### config.mk
export PLATFORM = sky130hd
export DESIGN_NAME = liteeth_sram_rw_arbiter_flat
export DESIGN_NICKNAME = d
export VERILOG_FILES = /design/src/rtl/liteeth_sram_rw_arbiter_if.sv /design/src/rtl/liteeth_sram_rw_arbiter.sv /design/src/flat_wrapper.sv
export SDC_FILE = /design/constraint.sdc
export NUM_CORES = 1
export LEC_CHECK = 0
export CORE_MARGIN = 10
export CORE_UTILIZATION = 26
export CTS_BUF_LIST = sky130_fd_sc_hd__clkbuf_8
export DETAILED_ROUTE_END_ITERATION = 12
export PLACE_DENSITY_LB_ADDON = 0.25
export SYNTH_ARGS = -nofsm -noshare
export SYNTH_HDL_FRONTEND = slang
export SYNTH_SLANG_ARGS = --single-unit
export TNS_END_PERCENT = 1
### constraint.sdc
create_clock -name clk -period 2.8 [get_ports clk]
set_clock_uncertainty 0.15 [all_clocks]
set_input_delay 0.28 -clock clk [delete_from_list [all_inputs] [get_ports clk]]
set_output_delay 0.28 -clock clk [all_outputs]
set_load 0.01 [all_outputs]
### src/rtl/liteeth_sram_rw_arbiter_if.sv
// Purpose: one requester's request/response channel into the SRAM rw0 arbiter.
// Latency: request accepted on req_valid & req_ready; rsp_valid pulses exactly one cycle later.
// Backpressure: the requester holds every req_* field stable while req_valid=1 and req_ready=0.
// Ports (master = requester side):
//   req_valid/req_ready  handshake
//   req_we               1=write, 0=read
//   req_addr             word address
//   req_wdata            write data
//   req_wmask            byte enables; bit k covers [8k+7:8k]
//   rsp_valid            one-cycle completion pulse
//   rsp_err              address was out of range (qualified by rsp_valid)
//   rsp_rdata            read data (qualified by rsp_valid)
interface liteeth_sram_rw_arbiter_if #(
    parameter int BITS       = 32,
    parameter int ADDR_WIDTH = 9
);
    logic                  req_valid;
    logic                  req_ready;
    logic                  req_we;
    logic [ADDR_WIDTH-1:0] req_addr;
    logic [BITS-1:0]       req_wdata;
    logic [3:0]            req_wmask;
    logic                  rsp_valid;
    logic                  rsp_err;
    logic [BITS-1:0]       rsp_rdata;

    modport master (
        output req_valid, req_we, req_addr, req_wdata, req_wmask,
        input  req_ready, rsp_valid, rsp_err, rsp_rdata
    );

    modport slave (
        input  req_valid, req_we, req_addr, req_wdata, req_wmask,
        output req_ready, rsp_valid, rsp_err, rsp_rdata
    );
endinterface

### src/rtl/liteeth_sram_rw_arbiter.sv
// Purpose: round-robin arbiter sharing the rw0 port of the 32x384 packet-buffer SRAM between m0 and m1.
// Latency: SRAM access issued in the handshake cycle; response (rdata/err) one cycle later, 1 transfer/cycle.
// Backpressure: req_ready is combinational from the valids and arbiter state; the loser simply waits.
// Ports:
//   clk, rst         single clock (also the SRAM rw0 clock), asynchronous active-high reset
//   m0, m1           requester channels (slave side of liteeth_sram_rw_arbiter_if)
//   sram_ce/we/addr/wd/wmask  to the SRAM rw0 inputs; all forced to 0 whenever ce=0
//   sram_rd          rw0 read data, valid the cycle after a read is issued
module liteeth_sram_rw_arbiter #(
    parameter int BITS       = 32,     // fixed at 32: the byte mask is 4 bits wide
    parameter int WORD_DEPTH = 384,
    parameter int ADDR_WIDTH = 9,
    parameter int MAX_BURST  = 4       // must be >= 1
) (
    input  logic                  clk,
    input  logic                  rst,
    liteeth_sram_rw_arbiter_if.slave m0,
    liteeth_sram_rw_arbiter_if.slave m1,
    output logic                  sram_ce,
    output logic                  sram_we,
    output logic [ADDR_WIDTH-1:0] sram_addr,
    output logic [BITS-1:0]       sram_wd,
    output logic [3:0]            sram_wmask,
    input  logic [BITS-1:0]       sram_rd
);

    localparam int CW = $clog2(MAX_BURST + 1);
    localparam logic [CW-1:0] MAX_C = CW'(MAX_BURST);
    // One extra bit so a WORD_DEPTH of 2**ADDR_WIDTH does not wrap to 0.
    localparam logic [ADDR_WIDTH:0] DEPTH_L = (ADDR_WIDTH + 1)'(WORD_DEPTH);

    typedef enum logic {
        REQ_M0 = 1'b0,
        REQ_M1 = 1'b1
    } req_id_e;

    req_id_e       owner;
    logic [CW-1:0] burst_cnt;

    req_id_e               sel;
    logic                  gnt;
    logic                  req_we;
    logic [ADDR_WIDTH-1:0] req_addr;
    logic [BITS-1:0]       req_wdata;
    logic [3:0]            req_wmask;
    logic                  in_range;
    logic                  issue;
    logic                  hs0;
    logic                  hs1;

    // Response stage registers
    logic rsp_vld0, rsp_err0, rd_pend0;
    logic rsp_vld1, rsp_err1, rd_pend1;

    // Grant selection. Nothing is granted while rst is high, so a transfer
    // can never be accepted (and never produce a response) during reset.
    always_comb begin
        sel = owner;
        gnt = 1'b0;
        if (!rst) begin
            if (m0.req_valid && m1.req_valid) begin
                gnt = 1'b1;
                // Stay with the owner only mid-burst; a fresh (cnt=0) or
                // exhausted (cnt=MAX) burst hands the port to the other side.
                if (burst_cnt != '0 && burst_cnt < MAX_C)
                    sel = owner;
                else
                    sel = (owner == REQ_M0) ? REQ_M1 : REQ_M0;
            end else if (m0.req_valid) begin
                gnt = 1'b1;
                sel = REQ_M0;
            end else if (m1.req_valid) begin
                gnt = 1'b1;
                sel = REQ_M1;
            end
        end
    end

    assign hs0 = gnt && (sel == REQ_M0);
    assign hs1 = gnt && (sel == REQ_M1);

    assign m0.req_ready = hs0;
    assign m1.req_ready = hs1;

    // Field mux from the selected requester
    assign req_we    = (sel == REQ_M1) ? m1.req_we    : m0.req_we;
    assign req_addr  = (sel == REQ_M1) ? m1.req_addr  : m0.req_addr;
    assign req_wdata = (sel == REQ_M1) ? m1.req_wdata : m0.req_wdata;
    assign req_wmask = (sel == REQ_M1) ? m1.req_wmask : m0.req_wmask;

    assign in_range = ({1'b0, req_addr} < DEPTH_L);
    // gnt is evaluated first so an idle cycle with X request fields still
    // yields a clean 0 on ce.
    assign issue    = gnt && in_range;

    // Every SRAM control is zeroed when ce is low: an X on we/addr can
    // corrupt the whole array in the macro model.
    assign sram_ce    = issue;
    assign sram_we    = issue ? req_we    : 1'b0;
    assign sram_addr  = issue ? req_addr  : '0;
    assign sram_wd    = issue ? req_wdata : '0;
    assign sram_wmask = issue ? req_wmask : '0;

    // Arbiter state and response stage
    always_ff @(posedge clk or posedge rst) begin
        if (rst) begin
            owner     <= REQ_M0;
            burst_cnt <= '0;
            rsp_vld0  <= 1'b0;
            rsp_err0  <= 1'b0;
            rd_pend0  <= 1'b0;
            rsp_vld1  <= 1'b0;
            rsp_err1  <= 1'b0;
            rd_pend1  <= 1'b0;
        end else begin
            if (!gnt) begin
                burst_cnt <= '0;
            end else if (sel == owner) begin
                if (burst_cnt != MAX_C)
                    burst_cnt <= burst_cnt + 1'b1;
            end else begin
                owner     <= sel;
                burst_cnt <= CW'(1);
            end

            rsp_vld0 <= hs0;
            rsp_err0 <= hs0 && !in_range;
            rd_pend0 <= hs0 && in_range && !req_we;
            rsp_vld1 <= hs1;
            rsp_err1 <= hs1 && !in_range;
            rd_pend1 <= hs1 && in_range && !req_we;
        end
    end

    // Read data comes straight from the SRAM output register; writes and
    // dropped requests return 0.
    assign m0.rsp_valid = rsp_vld0;
    assign m0.rsp_err   = rsp_err0;
    assign m0.rsp_rdata = rd_pend0 ? sram_rd : '0;
    assign m1.rsp_valid = rsp_vld1;
    assign m1.rsp_err   = rsp_err1;
    assign m1.rsp_rdata = rd_pend1 ? sram_rd : '0;

endmodule

### src/flat_wrapper.sv
// flat-port wrapper written by rule: the top's interface ports become plain ports
module liteeth_sram_rw_arbiter_flat 
#(
    parameter int BITS       = 32,                                                 
    parameter int WORD_DEPTH = 384,
    parameter int ADDR_WIDTH = 9,
    parameter int MAX_BURST  = 4                      
)
  (clk, rst, sram_ce, sram_we, sram_addr, sram_wd, sram_wmask, sram_rd, m0_req_valid, m0_req_we, m0_req_addr, m0_req_wdata, m0_req_wmask, m0_req_ready, m0_rsp_valid, m0_rsp_err, m0_rsp_rdata, m1_req_valid, m1_req_we, m1_req_addr, m1_req_wdata, m1_req_wmask, m1_req_ready, m1_rsp_valid, m1_rsp_err, m1_rsp_rdata);
  liteeth_sram_rw_arbiter_if #(.BITS(BITS), .ADDR_WIDTH(ADDR_WIDTH)) m0_i ();
  liteeth_sram_rw_arbiter_if #(.BITS(BITS), .ADDR_WIDTH(ADDR_WIDTH)) m1_i ();
  input  logic clk;
  input  logic rst;
  output logic sram_ce;
  output logic sram_we;
  output logic [ADDR_WIDTH-1:0] sram_addr;
  output logic [BITS-1:0] sram_wd;
  output logic [3:0] sram_wmask;
  input  logic [BITS-1:0] sram_rd;
  input wire logic [$bits(m0_i.req_valid)-1:0] m0_req_valid;
  input wire logic [$bits(m0_i.req_we)-1:0] m0_req_we;
  input wire logic [$bits(m0_i.req_addr)-1:0] m0_req_addr;
  input wire logic [$bits(m0_i.req_wdata)-1:0] m0_req_wdata;
  input wire logic [$bits(m0_i.req_wmask)-1:0] m0_req_wmask;
  output wire logic [$bits(m0_i.req_ready)-1:0] m0_req_ready;
  output wire logic [$bits(m0_i.rsp_valid)-1:0] m0_rsp_valid;
  output wire logic [$bits(m0_i.rsp_err)-1:0] m0_rsp_err;
  output wire logic [$bits(m0_i.rsp_rdata)-1:0] m0_rsp_rdata;
  input wire logic [$bits(m1_i.req_valid)-1:0] m1_req_valid;
  input wire logic [$bits(m1_i.req_we)-1:0] m1_req_we;
  input wire logic [$bits(m1_i.req_addr)-1:0] m1_req_addr;
  input wire logic [$bits(m1_i.req_wdata)-1:0] m1_req_wdata;
  input wire logic [$bits(m1_i.req_wmask)-1:0] m1_req_wmask;
  output wire logic [$bits(m1_i.req_ready)-1:0] m1_req_ready;
  output wire logic [$bits(m1_i.rsp_valid)-1:0] m1_rsp_valid;
  output wire logic [$bits(m1_i.rsp_err)-1:0] m1_rsp_err;
  output wire logic [$bits(m1_i.rsp_rdata)-1:0] m1_rsp_rdata;
  assign m0_i.req_valid = m0_req_valid;
  assign m0_i.req_we = m0_req_we;
  assign m0_i.req_addr = m0_req_addr;
  assign m0_i.req_wdata = m0_req_wdata;
  assign m0_i.req_wmask = m0_req_wmask;
  assign m0_req_ready = m0_i.req_ready;
  assign m0_rsp_valid = m0_i.rsp_valid;
  assign m0_rsp_err = m0_i.rsp_err;
  assign m0_rsp_rdata = m0_i.rsp_rdata;
  assign m1_i.req_valid = m1_req_valid;
  assign m1_i.req_we = m1_req_we;
  assign m1_i.req_addr = m1_req_addr;
  assign m1_i.req_wdata = m1_req_wdata;
  assign m1_i.req_wmask = m1_req_wmask;
  assign m1_req_ready = m1_i.req_ready;
  assign m1_rsp_valid = m1_i.rsp_valid;
  assign m1_rsp_err = m1_i.rsp_err;
  assign m1_rsp_rdata = m1_i.rsp_rdata;
  liteeth_sram_rw_arbiter #(.BITS(BITS), .WORD_DEPTH(WORD_DEPTH), .ADDR_WIDTH(ADDR_WIDTH), .MAX_BURST(MAX_BURST)) u_core (.clk(clk), .rst(rst), .m0(m0_i), .m1(m1_i), .sram_ce(sram_ce), .sram_we(sram_we), .sram_addr(sram_addr), .sram_wd(sram_wd), .sram_wmask(sram_wmask), .sram_rd(sram_rd));
endmodule
Word level (Yosys, flattened, before mapping)
Index checks and enable logic that the tools add are counted.

Add/subtract/negate cells: 1. $lt $le $gt $ge: 2. Eq/ne operators: 3. Multiplexer cells: 23. Bitwise gates (word level): 2. Reductions and logical operators: 15.

Operator list (count): $mux 32 (4); $mux 9 (2); $mux 1 (12); $logic_and 1x1->1 (11); $lt 9x9->1 const B (1); $mux 3 (3); $mux 4 (2); $ne 3x3->1 const B (2); $add 3x1->3 const B (1); $lt 3x3->1 const B (1); $reduce_bool 3->1 (1); $logic_not 1->1 (2); $not 1->1 (2); $reduce_and 2->1 (1); $eq 1x1->1 (1).

Flip-flop bits (word level): 10. Bits of input ports: 128. Logic and storage cells: 54.

Longest topological paths before layout
Word-level depth: 9. Depth in mapped cells: 7. Gate-level depth less buffers: 6.

Worst setup path after synthesis
No wires, ideal clock.

Kind: reg2out. Start: register u_core.burst_cnt[0]. End: output sram_addr[0]. Data arrival time: 1.796 ns. Required time: 2.370 ns. Slack: 0.574 ns. Cell stages (with the launch flop): 8. Buffers on the path: 1. Path through: dfrtp_1 inv_1 ha_1 nor2_2 a2111o_1 nand2_4 buf_6 mux2i_1.

Longest elaborated chain between the ends: 9. Elaborated cells on any way between the ends: 10.

Ends and longest elaborated chain: start: declaration (line liteeth_sram_rw_arbiter.sv:38) `logic [CW-1:0] burst_cnt;`; start signal: assignment (line liteeth_sram_rw_arbiter.sv:120) `burst_cnt <= burst_cnt + 1'b1;`; $lt 3x3->1 / $reduce_bool 3->1 (equally long branches) (line liteeth_sram_rw_arbiter.sv:65) `if (burst_cnt != '0 && burst_cnt < MAX_C)`; $logic_and 1x1->1 (*) (line liteeth_sram_rw_arbiter.sv:65); $mux 1 (*) (line liteeth_sram_rw_arbiter.sv:65); $mux 1 (*) (line liteeth_sram_rw_arbiter.sv:61) `if (m0.req_valid && m1.req_valid) begin`; $mux 1 (*) (line liteeth_sram_rw_arbiter.sv:60) `if (!rst) begin`; $mux 9 (*) (line liteeth_sram_rw_arbiter.sv:87) `assign req_addr = (sel == REQ_M1) ? m1.req_addr : m0.req_addr;`; $lt 9x9->1 (line liteeth_sram_rw_arbiter.sv:91) `assign in_range = ({1'b0, req_addr} < DEPTH_L);`; $logic_and 1x1->1 (line liteeth_sram_rw_arbiter.sv:94) `assign issue = gnt && in_range;`; $mux 9 (*) (line liteeth_sram_rw_arbiter.sv:100) `assign sram_addr = issue ? req_addr : '0;`; end: declaration (line flat_wrapper.sv:16) `output logic [ADDR_WIDTH-1:0] sram_addr;`.

Mark *: on every way between the ends. The rest lies on a longest branch, timed or not.

Worst setup path in the final report
Start: register u_core.burst_cnt[0]. End: output sram_ce.

Longest elaborated chain between the ends: 8. Elaborated cells on any way between the ends: 9.

Ends and longest elaborated chain: $lt 3x3->1 / $reduce_bool 3->1 (equally long branches) (line liteeth_sram_rw_arbiter.sv:65); $logic_and 1x1->1 (*) (line liteeth_sram_rw_arbiter.sv:65); $mux 1 (*) (line liteeth_sram_rw_arbiter.sv:65); $mux 1 (*) (line liteeth_sram_rw_arbiter.sv:61); $mux 1 (*) (line liteeth_sram_rw_arbiter.sv:60); $mux 9 (*) (line liteeth_sram_rw_arbiter.sv:87); $lt 9x9->1 (*) (line liteeth_sram_rw_arbiter.sv:91); $logic_and 1x1->1 (*) (line liteeth_sram_rw_arbiter.sv:94); end: declaration (line flat_wrapper.sv:14) `output logic sram_ce;`.

Marked as above.

==> flow_summary.ini <==
[status]
outcome = finished, final reports clean

[placement]
port_buffers = 244
place_area_um2 = 4550
place_ws_ps = -70.0
gp_congestion = 0.845
dpl.hpwl_um = 9360

[die]
io-pin-count = 245
dieArea_um2 = 11100
initial_utilization_pct = 26.5
die_x_um = 105
coreArea_um2 = 7180
dieHeight_um = 105
row_count = 31

[detailed_routing]
first_pass_iters = 4
via_count = 2806
ant_nets = 0
post_drt_wl_per_cell_um = 17.4
drc = 0
drtIter0Drc = 74
wl_um = 10800
vias_per_cell = 4.52

[synthesis]
synth_edf_count = 0
synth_cells = 275
synth_fa_ha_area_share_pct = 1.32
synthXorXnorAreaFrac_pct = 0
syn_nets = 405
ys.flop_type = dfrtp_1
synth_top_family_by_area = simple AND/OR/NAND/NOR gates
yosysTopAreaCell = mux2i_1
synth_simple_gate_area_share_pct = 45.3
yosysTopAreaCellShare_pct = 23.2
syn-cell-area_um2 = 1900
synth.mux.area_fraction_pct = 25.8
yosysSeqAreaShare_pct = 13.2
synth-seq-cells = 10
synth_compound_area_share_pct = 6.26
avgSynthCellArea_um2 = 6.91
synth-async-reset-ratio_pct = 100
yosysWarnings = 0
synth.distinct_cells = 33
netlist_top_cells_area = mux2i_1, and2_1, nand2_1, dfrtp_1, buf_2

[timing]
rsz0062_at_grt = no
slew_headroom_pct = 54.0
period_needed_ps = 2730
fin_crit_sh_pct = 97.7
fmax_mhz = 366
fin_ws_ps = 65.5
slew_viol_final = 0
tightest_slew_ps = 690
hold_violations = 0
fin_tns_setup_ps = 0
setup_violations = 0

[clock_network]
htreeDepth = 1
cts_buffers = 3
clockBufferDepth = 2
path_clk_slew_ps = 50
cts_tree = done
clock_latency_ps = 240
cts.sinks = 10
root_buffer = clkbuf_8
cts_hold_buf = 0

[cells_and_area]
stdcell_area_um2 = 4570
layout-drive-gt1-share_pct = 6.70
layout_commonest_cell = clkdlybuf4s50_1
layout_common_cells = clkdlybuf4s50_1, nand2_1, and2_1
fill_cells = 653
post-route-util_pct = 63.6
register_area_um2 = 250
antenna_cells = 0
syn2layout_area_growth_pct = 140
multi_input_area_um2 = 1510
layout.nets = 653

[global_route]
grtUsageMet2_pct = 33.6
grt_first_pass_wirelength_um = 16100
global_route.peak_usage_layer = met2
grt_pass1_vias = 2792
gr-usage-met1_pct = 16.7
globalRouteOverflowTotal = 0
use_met3_pct = 9.26
antenna_found_initial = 0
grt_start_max_net_pins = 33
track_usage_pct = 17.8

[worst_setup_path]
crit_arrival_ps = 2300
worstSetupStartpointType = register
end_kind = primary output
crit_required_ps = 2370
r2r_cells = 7
path_max_fanout = 13
path_class = reg -> out

[power_and_ir_drop]
powerDensity_nw_per_um2 = 318
peakVddDrop_mv = 0.162
leakagePower_nw = 2.08

[job]
maxCapViolations = 0

[hold_path]
min_path_type = in -> async
## metrics by stage
step	power, W	hold WS [ps]	instances
6_report	0.00145	398	621
5_1_grt	0.00155	455	621
4_1_cts	0.00144	413	620
3_5_place_dp	0.00132	437	616
3_3_place_gp	0.00131	407	616
2_1_floorplan	0.000734	-29.8	275
## flip-flops by register name (all words and copies together), names as in the netlist
signal	count
u_core.burst_cnt	3
u_core.rd_pend0	1
u_core.owner	1
u_core.m1.rsp_valid	1
u_core.rd_pend1	1
u_core.m0.rsp_err	1
u_core.m1.rsp_err	1
u_core.m0.rsp_valid	1
## routing by layer
metal | vias to the layer above | wire length [um]
li1 | 1387 | -
met1 | 1247 | 3870
met2 | 166 | 5480
met3 | 6 | 1380
met4 | 0 | 76
met5 | - | 0
## worst max-delay path, stage by stage, from the launching register on
cell and delay [ps]:
dfrtp_1 380, inv_1 70, ha_1 190, nor2_2 60, a2111o_1 420, nand2_4 160, buf_12 170, mux2_4 300
dlygate4sd2_1 290
## cells in the mapped netlist, drive strengths merged (2+ instances only)
| master | instances |
|---|---|
| a21oi | 5 |
| and2 | 64 |
| buf | 15 |
| clkbuf | 6 |
| dfrtp | 10 |
| ha | 2 |
| inv | 5 |
| mux2 | 4 |
| mux2i | 44 |
| nand2 | 93 |
| nand3 | 2 |
| nor2 | 5 |
| nor3b | 5 |
| o21ai | 2 |
## logic make-up after synthesis
kind of cell,after synthesis
mux,48
buf+inv,26
flops,10
simple gates,174
fa+ha+maj,2
compound gates,15
## path summary, 6_finish.rpt
check | from | endpoint | slack (ps)
worst min-delay path | rst | u_core.m0.rsp_err$_DFF_PP0_ | 400
worst max-delay path | u_core.burst_cnt[0]$_DFFE_PP0P_ | sram_ce | 70
worst min register to register | u_core.burst_cnt[1]$_DFFE_PP0P_ | u_core.burst_cnt[1]$_DFFE_PP0P_ | 430
max in group asynchronous | rst | u_core.rd_pend0$_DFF_PP0_ | 1820
worst max register to register | u_core.burst_cnt[0]$_DFFE_PP0P_ | u_core.rd_pend1$_DFF_PP0_ | 940
min in group clk | u_core.burst_cnt[1]$_DFFE_PP0P_ | u_core.burst_cnt[1]$_DFFE_PP0P_ | 430
## where the power goes
group / internal (W) / total (W) / switching, W
clock network: 0.000124 / 0.000186 / 0.0000621
registers: 0.000162 / 0.000185 / 0.0000231
logic: 0.000619 / 0.00108 / 0.000463
total: 0.000905 / 0.00145 / 0.000548
## what timing repair did
item / 4_1_cts / 5_1_grt
resized for setup: 47 / 8
buffers inserted: 0 / 0
pin swaps: 1 / 1
endpoints found under the setup margin: 47 / 7
cloned: 0 / 1
## layout make-up
type                       count  share of cell area [%]
inverter                       5                   0.411
clock buffer                   4                    1.21
sequential                    10                    5.48
multi-input combinational    239                    33.0
timing repair buffer         264                    57.2
tap                           99                    2.71
(Power assumes the default switching activity.)
